$ cat config.mk
export PLATFORM = sky130hd
export DESIGN_NAME = add_txn_initiator
export DESIGN_NICKNAME = d
export VERILOG_FILES = /design/src/rtl/add_init_pkg.sv /design/src/rtl/add_init_lfsr.sv /design/src/rtl/add_txn_initiator.sv
export SDC_FILE = /design/constraint.sdc
export NUM_CORES = 1
export LEC_CHECK = 0
export ABC_AREA = 1
export CAP_MARGIN = 20
export CORE_UTILIZATION = 33
export CTS_CLUSTER_DIAMETER = 60
export DETAILED_ROUTE_END_ITERATION = 7
export HOLD_SLACK_MARGIN = 0.03
export SLEW_MARGIN = 15
export SYNTH_ARGS = -nofsm -noshare
export SYNTH_HDL_FRONTEND = slang
export SYNTH_SLANG_ARGS = --single-unit
$ cat constraint.sdc
create_clock -name clk -period 4.14 [get_ports clk]
set_clock_uncertainty 0.2 [all_clocks]
set_input_delay 0.414 -clock clk [delete_from_list [all_inputs] [get_ports clk]]
set_output_delay 0.414 -clock clk [all_outputs]
set_load 0.05 [all_outputs]
$ cat src/rtl/add_init_pkg.sv
// Shared types and helpers for the full-adder transaction initiator.
// Holds the FSM state encoding, counter widths and the reference adder equations.
// Pure declarations: no logic, no latency, no flow control.
package add_init_pkg;

  localparam int LAT_W = 4;
  localparam int TXN_W = 16;
  localparam int ERR_W = 8;

  typedef enum logic [2:0] {
    IDLE  = 3'd0,
    DRIVE = 3'd1,
    WAIT  = 3'd2,
    CHECK = 3'd3,
    DONE  = 3'd4
  } init_state_e;

  // Expected adder sum for one vector.
  function automatic logic exp_sum(input logic a, input logic b, input logic c);
    return a ^ b ^ c;
  endfunction

  // Expected adder carry-out (majority of the three inputs).
  function automatic logic exp_carry(input logic a, input logic b, input logic c);
    return (a & b) | (a & c) | (b & c);
  endfunction

  // One step of the 8-bit Fibonacci LFSR, taps x^8+x^6+x^5+x^4+1, shifting left.
  function automatic logic [7:0] lfsr_next(input logic [7:0] q);
    return {q[6:0], q[7] ^ q[5] ^ q[4] ^ q[3]};
  endfunction

endpackage

$ cat src/rtl/add_init_lfsr.sv
// 8-bit Fibonacci LFSR producing pseudo-random adder stimulus.
// Latency: q reflects load/step one cycle after they are asserted.
// No backpressure: load and step are single-cycle strobes, always accepted.
module add_init_lfsr
  import add_init_pkg::*;
(
  input  logic       clk,
  input  logic       reset,
  input  logic       load,
  input  logic       step,
  input  logic [7:0] seed,
  output logic [7:0] q
);

  // A load that coincides with a step advances from the seed, so the seed
  // itself is the value consumed by the vector issued on that edge.
  logic [7:0] base;
  assign base = load ? seed : q;

  // LFSR register: reset and load both return to the seed value.
  always_ff @(posedge clk) begin
    if (!reset) begin
      q <= seed;
    end else if (load || step) begin
      q <= step ? lfsr_next(base) : base;
    end
  end

endmodule

$ cat src/rtl/add_txn_initiator.sv
// Drives {a,b,c} vectors into a registered full adder and checks sum/carry, counting txns and errors.
// Latency: 2+DUT_LAT cycles per transaction; NUM_TXN*(2+DUT_LAT) cycles per run.
// No backpressure: start is accepted only in IDLE/DONE and ignored while busy. Build option: ADD_INIT_EXHAUSTIVE_EN.
module add_txn_initiator
  import add_init_pkg::*;
#(
  parameter int         NUM_TXN   = 16,
  parameter int         DUT_LAT   = 1,
  parameter logic [7:0] LFSR_SEED = 8'hA5
) (
  input  logic             clk,
  input  logic             reset,
  input  logic             start,
  output logic             a,
  output logic             b,
  output logic             c,
  input  logic             sum,
  input  logic             carry,
  output logic             busy,
  output logic             done,
  output logic [TXN_W-1:0] txn_cnt,
  output logic [ERR_W-1:0] err_cnt
);

  // WAIT counts DUT_LAT-1 down to 0; with DUT_LAT==0 WAIT is never entered.
  localparam logic [LAT_W-1:0] LAT_LOAD = (DUT_LAT > 0) ? LAT_W'(DUT_LAT - 1) : '0;
  localparam logic [TXN_W-1:0] LAST_CNT = TXN_W'(NUM_TXN);

  init_state_e      state;
  init_state_e      state_nxt;
  logic [LAT_W-1:0] lat_cnt;
  logic             sum_smp;
  logic             carry_smp;
  logic             accept_start;
  logic             enter_drive;
  logic             last_txn;
  logic             mismatch;
  logic [TXN_W-1:0] txn_inc;
  logic [2:0]       stim;

  assign accept_start = start && ((state == IDLE) || (state == DONE));
  assign txn_inc      = txn_cnt + 1'b1;
  assign last_txn     = (txn_inc == LAST_CNT);
  assign enter_drive  = accept_start || ((state == CHECK) && !last_txn);

  // The adder response is compared against the vector still held on a/b/c.
  assign mismatch = (sum_smp   != exp_sum(a, b, c)) ||
                    (carry_smp != exp_carry(a, b, c));

`ifdef ADD_INIT_EXHAUSTIVE_EN
  // Vector index follows the transaction count: 000,001,...,111 then wraps.
  assign stim = accept_start ? 3'b000 : txn_inc[2:0];
`else
  logic [7:0] lfsr_q;
  logic       lfsr_lockup;

  // The all-zero state is a lockup for this polynomial; reseed if it ever appears.
  assign lfsr_lockup = (lfsr_q == 8'h00);

  add_init_lfsr u_lfsr (
    .clk   (clk),
    .reset (reset),
    .load  (accept_start || lfsr_lockup),
    .step  (enter_drive),
    .seed  (LFSR_SEED),
    .q     (lfsr_q)
  );

  // On an accepted start the LFSR is being reloaded, so use the seed directly.
  assign stim = accept_start ? LFSR_SEED[2:0] : lfsr_q[2:0];
`endif

  // Next-state selection for the drive/wait/check sequence.
  always_comb begin
    state_nxt = state;
    case (state)
      IDLE, DONE: if (start) state_nxt = DRIVE;
      DRIVE:      state_nxt = (DUT_LAT == 0) ? CHECK : WAIT;
      WAIT:       if (lat_cnt == '0) state_nxt = CHECK;
      CHECK:      state_nxt = last_txn ? DONE : DRIVE;
      default:    state_nxt = IDLE;
    endcase
  end

  // State register with registered busy/done decoded from the next state.
  always_ff @(posedge clk) begin
    if (!reset) begin
      state <= IDLE;
      busy  <= 1'b0;
      done  <= 1'b0;
    end else begin
      state <= state_nxt;
      busy  <= (state_nxt == DRIVE) || (state_nxt == WAIT) || (state_nxt == CHECK);
      done  <= (state_nxt == DONE);
    end
  end

  // Operands change only when a new vector is issued, so they stay stable through CHECK.
  always_ff @(posedge clk) begin
    if (!reset) begin
      {a, b, c} <= 3'b000;
    end else if (enter_drive) begin
      {a, b, c} <= stim;
    end
  end

  // Latency counter: loaded leaving DRIVE, counts down through WAIT.
  always_ff @(posedge clk) begin
    if (!reset) begin
      lat_cnt <= '0;
    end else if (state == DRIVE) begin
      lat_cnt <= LAT_LOAD;
    end else if ((state == WAIT) && (lat_cnt != '0)) begin
      lat_cnt <= lat_cnt - 1'b1;
    end
  end

  // Capture the adder response on the edge entering CHECK, giving the adder
  // exactly DUT_LAT full cycles after the a/b/c register updates.
  always_ff @(posedge clk) begin
    if (!reset) begin
      sum_smp   <= 1'b0;
      carry_smp <= 1'b0;
    end else if (state_nxt == CHECK) begin
      sum_smp   <= sum;
      carry_smp <= carry;
    end
  end

  // Per-run transaction and saturating error counters, cleared on an accepted start.
  always_ff @(posedge clk) begin
    if (!reset) begin
      txn_cnt <= '0;
      err_cnt <= '0;
    end else if (accept_start) begin
      txn_cnt <= '0;
      err_cnt <= '0;
    end else if (state == CHECK) begin
      txn_cnt <= txn_inc;
      if (mismatch && (err_cnt != {ERR_W{1'b1}})) begin
        err_cnt <= err_cnt + 1'b1;
      end
    end
  end

endmodule

After elaboration in Yosys (flattened, before gate mapping)
Index checks and enable logic that the tools add are counted.
{ "word_totals": {"register_bits": 46, "latchBits": 0, "ram_bits": 0, "romBits": 0, "in_bits": 5, "wordCells": 65, "n_memories": 0} }
{ "op_classes": {"n_addsub": 3, "multipliers": 0, "div_mod_pow": 0, "n_lt_le_gt_ge": 0, "eq_ne": 12, "shifts": 0, "n_mux": 7, "n_bitwise": 11, "reduce_logical": 20} }
{ "ops": {"columns": ["op", "n"], "rows": [
  ["adder 16 x 1 -> 16 bit (second input constant)", 1],
  ["== test 16 x 5 -> 1 bit (second input constant)", 1],
  ["2-to-1 mux 8 bit", 2],
  ["== test 3 x 2 -> 1 bit (second input constant)", 4],
  ["2-to-1 mux 3 bit", 4],
  ["case mux 3 bit (4 select lines)", 1],
  ["adder 8 x 1 -> 8 bit (second input constant)", 1],
  ["logical NOT 8 bit", 1],
  ["!= test 8 bit (second input constant)", 1],
  ["logical OR 1 bit", 7],
  ["== test 3 x 1 -> 1 bit (second input constant)", 2],
  ["== test 3 bit (second input constant)", 2],
  ["OR reduction 2 bit", 3],
  ["XOR 1 bit", 5],
  ["logical AND 1 bit", 4],
  ["logical NOT 4 bit", 1],
  ["nonzero test 4 bit", 1],
  ["subtractor 4 x 1 -> 4 bit (second input constant)", 1],
  ["bitwise AND 1 bit", 3],
  ["logical NOT 3 bit", 1],
  ["!= test 1 bit", 2],
  ["bitwise OR 1 bit", 2],
  ["AND reduction 2 bit", 1],
  ["logical NOT 1 bit", 1],
  ["NOT 1 bit", 1]
]} }

Depth between registers and ports, before layout
Gate-level depths: netlist (run 1).
{ "depth": {"depth_word": 9, "mapped_depth": 15, "ltp_nobuf": 14} }

Modules after synthesis
From an unflattened synthesis (run 1), not the netlist that was laid out.
{ "unflattened": {"cells_unflattened": 413, "area_unflattened_um2": 2806.4} }
{ "by_module_without_submodules": {"columns": ["mod", "n_inst", "cells_each", "area_per_inst_um2", "seq_area_each_um2"], "rows": [
  ["add_txn_initiator", 1, 335, 2205.9, 760.7],
  ["add_init_lfsr", 1, 78, 600.6, 240.2]
]} }

Least setup slack after synthesis (run 1)
No wires, ideal clock.
{ "synth_path": {"path_type": "reg2reg", "from": "reg txn_cnt[1]", "to": "reg busy", "arrival_time_ps": 2194, "t_required_ps": 3830, "path_slack_ps": 1637, "stages_incl_launch_ff": 14, "path_buffers": 1, "period_less_slack_ps": 2503, "path_cell_list": "dfxtp_1 ha_1 nand2_2 nor2_4 nand2_1 xor2_1 nand3_1 nor2_2 nand2_2 nand2_4 buf_6 nand4_1 nand2_1 inv_1"} }
{ "synth_via": {"elab_chain_cells": 7} }
{ "synth_lines": {"columns": ["element", "line_no", "rtl"], "rows": [
  ["start: declaration", "add_txn_initiator.sv:21", "output logic [TXN_W-1:0] txn_cnt,"],
  ["start signal: assignment", "add_txn_initiator.sv:139", "txn_cnt <= txn_inc;"],
  ["adder 16 x 1 -> 16 bit *", "add_txn_initiator.sv:42", "assign txn_inc = txn_cnt + 1'b1;"],
  ["== test 16 x 5 -> 1 bit *", "add_txn_initiator.sv:43", "assign last_txn = (txn_inc == LAST_CNT);"],
  ["2-to-1 mux 3 bit *", "add_txn_initiator.sv:80", "CHECK: state_nxt = last_txn ? DONE : DRIVE;"],
  ["case mux 3 bit (4 select lines) *", "add_txn_initiator.sv:76", "case (state)"],
  ["== test 3 x 1 -> 1 bit / == test 3 x 2 -> 1 bit (equally long branches)", "add_txn_initiator.sv:93", "busy <= (state_nxt == DRIVE) || (state_nxt == WAIT) || (state_nxt == CHECK);"],
  ["logical OR 1 bit", "add_txn_initiator.sv:93", null],
  ["logical OR 1 bit *", "add_txn_initiator.sv:93", null],
  ["end signal: assignment", "add_txn_initiator.sv:93", null],
  ["end: declaration", "add_txn_initiator.sv:19", "output logic busy,"]
]} }
Every way passes the cells marked *; elsewhere a longest branch is shown, timed or not.
A chain may end at the register's enable or synchronous reset.

Worst setup path after layout (run 1)
{ "layout_path": {"from": "in reset", "to": "reg txn_cnt[6]"} }
{ "layout_via": {"elab_chain_cells": 2} }
{ "layout_lines": {"columns": ["element", "line_no", "rtl"], "rows": [
  ["start: declaration", "add_txn_initiator.sv:12", "input logic reset,"],
  ["NOT 1 bit (no line)", null, null],
  ["OR reduction 2 bit (no line)", null, null]
]} }
Every way passes these cells.

==> results.md, run 1 <==
- P per Cell Area: 327 nW/um2
- Combinational Power Share: 16.8%
- Main area contributors after synthesis: dfxtp_1 37%, nand2_1 11%, inv_1 9.2%, nand3_1 6.2%, nor2_1 5.9%
- Total CTS buffers: 5
- Tmin final: 2.62 ns
- VDD IR max: 224 uV
- Crit share post-route: 63.2%
- Flop pwr share: 48.8%
- Post-cts resize count: 0
- Antenna violations before repair: 0
- WL/cell: 10.9 um
- Static Leak: 0.00125 uW
- Chip Height: 89.0 um
- Via count: 2,311
- Setup_tns: 0 ns
- H-tree levels: 2
- Synthesis warning total: 0
- Initial Utilization: 34.2%
- Switching power total: 279 uW
- Outcome: finished clean
- Worst Path Required: 4.19 ns
- Synthesized Nets: 375
- DP HPWL: 4.08 mm
- # IOs: 34
- Critical path startpoint category: input pin
- # setup viols final: 0
- Largest net degree at the start of global routing: 21
- Core area: 7290 um2
- Finished Layout Cells: 499
- Max Buffers Root-to-Sink: 2
- Postcts setup bufs: 0
- Row count: 31
- Tightest Pin Transition: 0.519 ns
- Cell variety after synth: 29
- F_max: 382 MHz
- Synthesized flop and latch total: 46
- Pre-antenna DRT Iters: 4
- Final slew viol count: 0
- Synth top area share: 36.9%
- Switch share: 28.0%
- Port-buffer cells: 33
- Power share of the clock group: 34.3%
- CTS clock-pin slew for the worst setup and hold paths: 0.08 ns
- Placed cell count: 492
- Most frequent cells in the layout: 74 x nand2_1, 61 x inv_1, 46 x dfxtp_1
- Post-synth top area cell: dfxtp_1
- Antenna diodes: 0
- Remaining antenna violation count: 0
- Min-delay worst type: flip-flop to flip-flop
- Unrepaired setup endpoints after global routing: false
- RePlAce Congestion: 0.832
- DRC errors left: 0
- Relative slew slack: 65.4%
- Synthesis-to-finish area growth: 21.8%
- Post-route cell area: 3040 um2
- Mean Syn Cell Area: 6.84 um2
- Synthesized area: 2500 um2
- Share of cells above drive strength 1: 8.50%
- Overflow after GRT: 0
- Seq/Total Area, Yosys: 36.9%
- Post-layout util: 41.7%
- CTS Sinks: 46
- Vias per cell: 4.63
- GRT Total Usage: 15.5%
- Final #Nets: 410
- Clock latency on the worst-skew pair: 0.30 ns
- Worst EP arrival: 2.66 ns
- Vias in the first global route: 2,133
- Max_cap viols: 0
- Commonest non-fill, non-tap cell in the layout: nand2_1
- Crit Path Max Fanout: 15
- Worst Setup Path Type: input pin to flip-flop
- First-pass GRT wire length: 9.56 mm
- Syn Inst Count: 365
- CTS tree: done
- Die X-Extent: 89.0 um
- Placement Cell Area: 2930 um2
- Total wire length: 5.46 mm
- Final hold violation count: 0
- Internal power consumption: 717 uW
- Critical Path End Type: flip-flop
- Clock root cell: clkbuf_8
- Fill cells: 789
- Starting DRT DRC Count: 89
- Hold buffers post-CTS: 0
- Die area: 7920 um2
==> power groups by stage <==
stage	clock (uW)	sequential (uW)	combinational, uW
floorplan	0	520	98.0
global placement	0	496	167
detailed placement	0	496	168
CTS	355	486	168
global route	367	490	188
finish	342	486	167
==> metal layers <==
layer | track usage (%) | up-vias | share of wire, %
met5 | 0 | - | 0
met3 | 3.05 | 10 | 4.0
li1 | - | 1229 | -
met1 | 20.1 | 1026 | 48
met2 | 25.0 | 46 | 46
met4 | 6.64 | 0 | 2.2
==> critical path, cell delays in order <==
cell	delay (ns)
clkdlybuf4s50_1	0.74
clkinv_1	0.34
nor2_2	0.45
inv_1	0.35
a21oi_1	0.20
o21ai_0	0.10
inv_1	0.07
==> cell families (layout without fill, tap and decap cells) <==
| kind of cell | count (synthesis) | in the layout | share of synthesized area (%) |
|---|---|---|---|
| XOR/XNOR | 10 | 10 | 3.51 |
| flip-flops | 46 | 46 | 36.9 |
| AND/OR/NAND/NOR | 188 | 188 | 35.6 |
| adder cells (fa/ha/maj) | 5 | 5 | 2.81 |
| buffers and inverters | 68 | 103 | 10.5 |
| AO/OA/AOI/OAI | 48 | 48 | 10.7 |
==> sequential cells by signal (all words and copies together), names as in the netlist, 3 cells and up <==
register and flops:
txn_cnt 16, err_cnt 8, u_lfsr.q 8, lat_cnt 4, state 3
==> final timing paths <==
kind	start	end	slack [ns]	cells past startpoint
setup / recovery	reset	txn_cnt[6]	1.52	7
hold / removal	err_cnt[4]	err_cnt[4]	0.27	2
setup reg to reg	txn_cnt[1]	u_lfsr.q[7]	1.64	12
hold reg to reg	err_cnt[4]	err_cnt[4]	0.27	2
==> through the flow <==
step           worst slack, ns  total power (uW)  hold WS [ns]
2_1_floorplan             1.64               618         0.258
3_3_place_gp              1.30               663         0.259
3_5_place_dp              1.20               664         0.262
4_1_cts                   1.52              1010         0.277
5_1_grt                   1.26              1040         0.313
6_report                  1.52               995         0.267
==> final cells by class <==
cell class | instances | area (um2) | area share, %
multi-input cells | 251 | 1310 | 43.2
well taps | 99 | 124 | 4.07
clock inverters | 1 | 30.0 | 0.987
flip-flops and latches | 46 | 921 | 30.3
inverters | 62 | 233 | 7.65
clock buffers | 6 | 82.6 | 2.71
repair buffers | 34 | 338 | 11.1
==> synth_stat cells, drive strengths merged <==
library cell and instances:
o211ai 5, fa 1, or2 5, dfxtp 46, nand2 80, nor2 50, clkinv 1, inv 61
nand4 8, ha 4, nor3b 3, clkbuf 5, nor4 4, o31ai 1, xnor2 1, nor3 4
xor2 9, o21ai 17, a211oi 3, nand3 34, buf 1, a21oi 22
No activity file was read; power rests on OpenSTA's default activity.
==> run 2, diff against run 1 <==
- clock period: 4.14 -> 2.6 ns (I/O delays scaled with it)
==> run 2 against run 1 <==
Highest routed layer unchanged. Via count increased by 2.6%. Core utilization grew 0.55 points. Worst setup slack got worse by 1.2 ns. Clock-buffer cell count grew 1. Sequential share of layout area is 0.35 points lower. Routed wire length rose by 2.1%. Total power increased by 55%. Final cell count increased by 1.2%. Global-route usage hardly changed. Critical path depth rose by 7.
==> results.md, run 2 (synthesis gave the netlist of run 1 again) <==
- Final hold violation count: 0
- Crit Path Max Fanout: 15
- Relative slew slack: 63.2%
- Switch share: 29.6%
- WHS Path Cells: 2
- Antenna violations before repair: 0
- Vias in the first global route: 2,188
- Tmin final: 2.32 ns
- P per Cell Area: 501 nW/um2
- Grt met3 use: 2.86%
- Total wire length: 5.58 mm
- Starting DRT DRC Count: 42
- CP max stage delay: 0.38 ns
- Clock root cell: clkbuf_8
- Unrepaired setup endpoints after global routing: false
- Max_cap viols: 0
- Critical Path End Type: flip-flop
- Power share of the clock group: 32.0%
- F_max: 431 MHz
- Max reg flops: 16
- GRT Total Usage: 15.4%
- Flop2flop setup slack: 0.28 ns
- Tightest Pin Transition: 0.552 ns
- Reg2Reg Depth: 14
- Port-buffer cells: 33
- Share of cells above drive strength 1: 10.1%
- R2r endpoint: state[0]
- Flop pwr share: 50.1%
- WL/cell: 11.0 um
- Static Leak: 0.00127 uW
- Die X-Extent: 89.0 um
- Max Buffers Root-to-Sink: 2
- Total CTS buffers: 5
- Most frequent cells in the layout: 74 x nand2_1, 61 x inv_1, 45 x dfxtp_1
- Crit share post-route: 89.3%
- DRC errors left: 0
- Worst r2r src: txn_cnt[0]
- Post-cts resize count: 0
- CTS tree: done
- Worst Hold Path EP: err_cnt[4]
- Setup_tns: 0 ns
- Register area: 922 um2
- Area of the multi-input gates: 1320 um2
- Largest net degree at the start of global routing: 21
- CTS clock-pin slew for the worst setup and hold paths: 0.09 ns
- RePlAce Congestion: 0.866
- Commonest non-fill, non-tap cell in the layout: nand2_1
- Via count: 2,371
- Die area: 7920 um2
- Final slew viol count: 0
- Largest Register: txn_cnt
- Pre-antenna DRT Iters: 4
- Hold Slack: 0.274 ns
- Met1 Use GR: 19.3%
- Chip Height: 89.0 um
- Synthesis-to-finish area growth: 23.4%
- H-tree levels: 2
- Hold_sp: err_cnt[4]
- Antenna diodes: 0
- Top Usage Layer GRT: met2
- # IOs: 34
- # setup viols final: 0
- Final #Nets: 415
- Min-delay worst type: flip-flop to flip-flop
- First-pass GRT wire length: 9.65 mm
- Row count: 31
- CP max-delay cell: dfxtp_2
- Core area: 7290 um2
- Switching power total: 457 uW
- Worst Path Required: 2.60 ns
- Overflow after GRT: 0
- Outcome: finished clean
- Worst EP arrival: 2.32 ns
- Postcts setup bufs: 0
- Critical path startpoint category: flip-flop
- Combinational Power Share: 17.9%
- Met2 Track Usage GR: 27.0%
- CTS Sinks: 46
- Clock latency on the worst-skew pair: 0.30 ns
- Fill cells: 788
- VDD IR max: 236 uV
- Largest registers: txn_cnt x16, err_cnt x8, u_lfsr.q x8
- Initial Utilization: 34.2%
- Crit path cell chain: ha_1 -> nand2_2 -> nor2_4 -> nand2_1 -> nand2_1 -> nand2_1 -> nor2_1 -> nand3_1 -> nor2_2 -> nand2_2 -> nand2_8 -> nand2_2 -> o21ai_1 -> inv_1
- Internal power consumption: 1090 uW
- Worst Setup Path Type: flip-flop to flip-flop
- Hold buffers post-CTS: 0
- Remaining antenna violation count: 0
- Vias per cell: 4.70
- DP HPWL: 4.26 mm
-- run 2: per-layer routing --
layer	up-vias	routed length, um
li1	1248	-
met4	0	77
met3	7	203
met1	1076	2650
met2	40	2650
met5	-	0
-- run 2: metrics by stage --
step | utilization [%] | cells | power (uW) | worst slack, ns | cell area [um2]
finish | 42.3 | 505 | 1540 | 0.279 | 3080
global route | 42.3 | 505 | 1630 | 0.0493 | 3080
CTS | 42.1 | 505 | 1570 | 0.159 | 3070
detailed placement | 40.7 | 497 | 1070 | 0.174 | 2970
global placement | 40.7 | 497 | 1070 | 0.243 | 2970
floorplan | - | 365 | 984 | 0.0966 | 2500
-- run 2: power groups by stage --
stage | logic [uW] | clock network (uW) | registers (uW)
floorplan | 156 | 0 | 828
global placement | 276 | 0 | 789
detailed placement | 278 | 0 | 789
CTS | 279 | 514 | 773
global route | 313 | 537 | 779
finish | 276 | 495 | 773
-- run 2: critical path: cells and delay by family (launching register included) --
kind | cells | cell delay (ns)
flops | 1 | 0.38
simple gates | 11 | 1.24
fa+ha+maj | 1 | 0.22
compound gates | 1 | 0.14
buf+inv | 1 | 0.04
-- run 2: area by class of cell --
type	instances	share of cell area, %
multi-input combinational	251	42.9
timing repair buffer	39	12.2
clock inverter	1	0.284
tap	99	4.02
clock buffer	7	3.13
sequential	46	29.9
inverter	62	7.55
-- run 2: worst max-delay path by stage --
| stage | cells after the start | end | startpoint | slack (ns) |
|---|---|---|---|---|
| after floorplan | 13 | busy | txn_cnt[1] | 0.1 |
| after global placement | 14 | state[0] | txn_cnt[0] | 0.24 |
| after detailed placement | 14 | u_lfsr.q[5] | txn_cnt[0] | 0.17 |
| after CTS | 14 | u_lfsr.q[5] | txn_cnt[0] | 0.16 |
| after global routing | 14 | u_lfsr.q[7] | txn_cnt[0] | 0.05 |
| final | 14 | state[0] | txn_cnt[0] | 0.28 |
